--- config.mk ---
export PLATFORM = sky130hd
export DESIGN_NAME = reg_write_arbiter
export DESIGN_NICKNAME = d
export VERILOG_FILES = /design/src/rtl/reg_write_arbiter.sv
export SDC_FILE = /design/constraint.sdc
export NUM_CORES = 1
export LEC_CHECK = 0
export CAP_MARGIN = 20
export CORE_UTILIZATION = 41
export CTS_CLUSTER_DIAMETER = 200
export CTS_CLUSTER_SIZE = 28
export DETAILED_ROUTE_END_ITERATION = 12
export PLACE_DENSITY_LB_ADDON = 0.12
export REMOVE_ABC_BUFFERS = 1
export SYNTH_ARGS = -nofsm -noshare
export SYNTH_HDL_FRONTEND = slang
export SYNTH_SLANG_ARGS = --single-unit
--- constraint.sdc ---
create_clock -name CLK -period 2 [get_ports CLK]
set_clock_uncertainty 0.15 [all_clocks]
set_input_delay 0.6 -clock CLK [delete_from_list [all_inputs] [get_ports CLK]]
set_output_delay 0.6 -clock CLK [all_outputs]
set_load 0.02 [all_outputs]
--- src/rtl/reg_write_arbiter.sv ---
// rtl/reg_write_arbiter.sv - two-requester round-robin arbiter issuing register file writes
//
// Ports:
//   CLK, Reset                      clock, async active-high reset
//   arb_enable                      permits new grants when high
//   reqN_valid/addr/data/ready      requester N write request (handshake on valid & ready)
//   Reg_Write/Reg_address3/
//   Reg_input_data                  register file write port, one cycle after acceptance
//   pending_mask                    one-hot of address being written, zero when idle
//   last_grant                      index of the most recently accepted requester
//   wr_count                        wrapping count of issued register file writes

module reg_write_arbiter #(
    parameter int DATA_WIDTH = 16,
    parameter int ADDR_WIDTH = 3
) (
    input  logic                  CLK,
    input  logic                  Reset,
    input  logic                  arb_enable,
    input  logic                  req0_valid,
    input  logic [ADDR_WIDTH-1:0] req0_addr,
    input  logic [DATA_WIDTH-1:0] req0_data,
    output logic                  req0_ready,
    input  logic                  req1_valid,
    input  logic [ADDR_WIDTH-1:0] req1_addr,
    input  logic [DATA_WIDTH-1:0] req1_data,
    output logic                  req1_ready,
    output logic                  Reg_Write,
    output logic [ADDR_WIDTH-1:0] Reg_address3,
    output logic [DATA_WIDTH-1:0] Reg_input_data,
    output logic [7:0]            pending_mask,
    output logic                  last_grant,
    output logic [15:0]           wr_count
);

    logic grant0;
    logic grant1;

    // Grant selection; a tie goes to the requester that did not win last.
    always_comb begin
        grant0 = 1'b0;
        grant1 = 1'b0;
        if (!Reset && arb_enable) begin
            if (req0_valid && req1_valid) begin
                if (last_grant) begin
                    grant0 = 1'b1;
                end else begin
                    grant1 = 1'b1;
                end
            end else if (req0_valid) begin
                grant0 = 1'b1;
            end else if (req1_valid) begin
                grant1 = 1'b1;
            end
        end
    end

    assign req0_ready = grant0;
    assign req1_ready = grant1;

    // Accepted request is issued the following cycle; Reset drops anything
    // captured but not yet counted.
    always_ff @(posedge CLK or posedge Reset) begin
        if (Reset) begin
            Reg_Write      <= 1'b0;
            Reg_address3   <= '0;
            Reg_input_data <= '0;
            last_grant     <= 1'b1;
            wr_count       <= 16'h0000;
        end else begin
            Reg_Write <= grant0 | grant1;
            wr_count  <= wr_count + {15'h0000, Reg_Write};
            if (grant0) begin
                Reg_address3   <= req0_addr;
                Reg_input_data <= req0_data;
                last_grant     <= 1'b0;
            end else if (grant1) begin
                Reg_address3   <= req1_addr;
                Reg_input_data <= req1_data;
                last_grant     <= 1'b1;
            end
        end
    end

    always_comb begin
        pending_mask = 8'h00;
        for (int i = 0; i < 8; i++) begin
            pending_mask[i] = Reg_Write && (32'(Reg_address3) == i);
        end
    end

endmodule

# After elaboration in Yosys (flattened, before gate mapping)

Cells that the tools add are included.

$add $sub $neg: 1
Eq/ne operators: 7
Multiplexer cells: 15
Bitwise operators: 1
Reduce and logical (&&, ||, !) cells: 13

Operators with widths:

| operator                                       | count |
|---|---|
| two-way mux 16 bit                             | 2 |
| adder 16 x 1 -> 16 bit                         | 1 |
| == test 3 bit (second input constant)          | 4 |
| two-way mux 1 bit                              | 11 |
| logical AND 1 bit                              | 10 |
| == test 3 x 2 -> 1 bit (second input constant) | 2 |
| two-way mux 3 bit                              | 2 |
| == test 3 x 1 -> 1 bit (second input constant) | 1 |
| zero test 3 bit                                | 1 |
| nonzero test 2 bit                             | 1 |
| zero test 1 bit                                | 1 |
| OR 1 bit                                       | 1 |

Register bits: 37
Input port bits: 43

# Logic depth before layout (Yosys ltp)

Word-level depth: 6
Depth in mapped cells: 5

# Worst setup path after synthesis

Ideal clock, no wire load.

Path type: in2out
Start: input arb_enable
End: output req1_ready
Arrival time: 1.389 ns
Setup slack: -0.139 ns
Cell stages on the path: 4
Path through: nor2b_2 > buf_2 > nand2_1 > a21oi_1

Word-level cells in the longest chain between the ends: 2

RTL lines:

| what              | RTL line | source |
|---|---|---|
| from (decl)       | 19       | `input logic arb_enable,` |
| logical AND 1 bit | 43       | `if (!Reset && arb_enable) begin` |
| two-way mux 1 bit | 43       |  |
| to (decl)         | 27       | `output logic req1_ready,` |

Every way passes these cells.

# Final worst setup path

Start: register last_grant
End: output req0_ready

Word-level cells in the longest chain between the ends: 3

RTL lines:

| what                   | RTL line | source |
|---|---|---|
| from (decl)            | 32       | `output logic last_grant,` |
| from (signal assigned) | 68       | `last_grant <= 1'b1;` |
| from (signal assigned) | 76       | `last_grant <= 1'b0;` |
| from (signal assigned) | 80       | `last_grant <= 1'b1;` |
| two-way mux 1 bit      | 45       | `if (last_grant) begin` |
| two-way mux 1 bit      | 44       | `if (req0_valid && req1_valid) begin` |
| two-way mux 1 bit      | 43       |  |
| to (decl)              | 23       | `output logic req0_ready,` |

Every way passes these cells.

==> metrics <==
status finished, violations left; violated checks setup timing; Slew @ Worst Pin 0.427 ns; fillers 361; Hold EP wr_count[15]; count of boundary I/O pins 90; Routed WL 5140 um; CTS Sinks 37; Area growth syn-to-layout 63.8%; cts hold-fix bufs 0; Synth Register Bits 37; Num CTS Buffers 5; Final ANT Viol Nets 0; r2r endpoint wr_count[10]; min-delay src wr_count[15]; Buffers on Ports 89; PD cells about 860 nW/um^2; Net count, final between 300 and 400; Worst-path clk slew 0.08 ns; Worst R2R Path Depth 6; Fmax 499 MHz; setup tns final -0.00281 ns; Hold/Removal Path Class flip-flop to flip-flop; die height about 70 um; Crit Path Class flip-flop to output port; leading cell type in the layout, fill and taps excluded clkdlybuf4s50_1; syn avg cell area 9.72 sq um; cell taking the most area after synthesis dfrtp_1; Worst VDD drop 446 uV; Fin. Hold Viols 0; crit share post-route 1.00; internal reg-to-reg setup slack 0.19 ns; setup ws final -0.00281 ns; MaxCap Viol Count 0; top-area cell type share of the netlist area 0.475; Synth warnings 0; post-layout min period 2.00 ns; P_leak 1.55 nW; Clock Latency Late Sink 0.29 ns; Critical Path Fanout Max 2; ant diodes 0; largest net degree at the start of global routing 38; grt ovf 0; share of layout cells above drive strength 1 0.205; Core ar. 4380 sq um; Power, Total around 2.7 mW; type of origin of the critical path flip-flop; worst path arrival time 1.25 ns; Slew Viols, Final 0; Die W about 70 um; # rows 24; Vias around 1,900; GRT Total Usage 0.220; Cell Area, Synth approximately 1900 sq um; Fin Hold WS 0.314 ns; Residual DRC 0; vias in the first global route 1,884; CTS HTree Levels 2; CTS tree built; initial antenna violation count 0; Synth area leaders dfrtp_1 (48%), o311ai_1 (8.8%), nand4_1 (7.3%), inv_1 (4.4%), xor2_1 (3.7%); vias per cell between 5 and 6; die footprint 4900 sq um; initial core utilization 0.432; drt first pass iters 4; first-pass GRT wire length 8600 um; worst hold path depth 1; Routability Congestion 0.797; Setup Viol. Count Final 1; CP required 1.25 ns; CP endpoint kind output port; HPWL Detailed 3600 um; most frequent cells in the layout clkdlybuf4s50_1 (38), dfrtp_1 (35), dlygate4sd2_1 (30); DR WL/cell 14.5 um; DRT iter0 DRCs 54; Synth Instances 195; clk buf depth 2; pre-CTS setup slack -0.858 ns; sequential area share after synthesis 0.489; Yosys cell types 25; RSZ-0062 raised after global routing true; Slew headroom 0.715; CTS root buf clkbuf_8; R2R Path Start Reg_Write
per-stage QoR:
| stage | instances | utilization | cell area (sq um) |
|---|---|---|---|
| 5_1_grt | 355 | 0.708 | 3110 |
| 2_1_floorplan | 181 | - | 1830 |
| 4_1_cts | 354 | 0.701 | 3070 |
| 3_5_place_dp | 344 | 0.679 | 2980 |
| 3_3_place_gp | 344 | 0.679 | 2980 |
| 6_report | 355 | 0.708 | 3110 |
synth_stat cells:
master / instances
dfrtp_1: 36
inv_1: 22
nand4_1: 22
o311ai_1: 19
o21ai_0: 10
o21ai_1: 10
buf_2: 9
nor2_1: 8
xor2_1: 8
nand3_1: 7
nor3_1: 6
xnor2_1: 6
clkbuf_1: 5
nand2_1: 5
nand2b_1: 5
and3_1: 3
ha_1: 3
nor4_2: 3
a21oi_1: 2
a31oi_1: 1
dfstp_2: 1
inv_2: 1
nand4_4: 1
nor2_2: 1
nor2b_2: 1
report_power, final:
group	switching, mW	leakage [nW]	internal (mW)
sequential	0.0793	0.465	0.883
combinational	0.485	1.02	0.428
clock	0.282	0.0687	0.502
total	0.846	1.55	1.81
worst max-delay path, cell delays in order (launching register included):
cell	delay, ns
dfstp_2	0.55
nand2b_4	0.12
and3_4	0.18
buf_6	0.11
state kept, by name (all words and copies together), names as in the netlist:
name	flops
Reg_address3	3
last_grant	1
Reg_input_data	16
wr_count	16
Reg_Write	1
area by class of cell:
class | instances | area [sq um] | area share
timing repair buffer | 114 | 1030 | 0.332
sequential | 37 | 928 | 0.299
multi-input combinational | 121 | 857 | 0.276
inverter | 23 | 86.3 | 0.0278
clock buffer | 5 | 68.8 | 0.0222
clock inverter | 3 | 68.8 | 0.0222
tap | 52 | 65.1 | 0.0210
kinds of logic (layout without fill, tap and decap cells):
group / count (synthesis) / after routing / share of synthesized area
adder cells (fa/ha/maj): 3 / 3 / 0.0198
XOR/XNOR: 14 / 14 / 0.0647
buffers and inverters: 37 / 145 / 0.0792
AND/OR/NAND/NOR: 62 / 62 / 0.198
AO/OA/AOI/OAI: 42 / 42 / 0.149
flip-flops: 37 / 37 / 0.489
how the worst max path moves through the flow:
| stage | from | to | depth (start not counted) |
|---|---|---|---|
| after detailed placement | arb_enable | req1_ready | 5 |
| after global placement | arb_enable | req0_ready | 4 |
| after CTS | last_grant | req0_ready | 3 |
| after floorplan | arb_enable | req0_ready | 2 |
| final | last_grant | req0_ready | 3 |
| after global routing | Reg_address3[0] | pending_mask[2] | 4 |
timing repair:
| item | 4_1_cts | 5_1_grt |
|---|---|---|
| endpoints found under the setup margin | 60 | 22 |
| resized for setup | 93 | 18 |
| pin swaps | 1 | 1 |
| buffers inserted | 2 | 1 |
per-layer routing:
metal / track usage / part of all wire / wire length (um)
met5: 0 / 0 / 0
met4: 0.0644 / 0.012 / 62
met3: 0.0808 / 0.069 / 356
met2: 0.386 / 0.52 / 2670
met1: 0.248 / 0.40 / 2040
(Power assumes the default switching activity.)
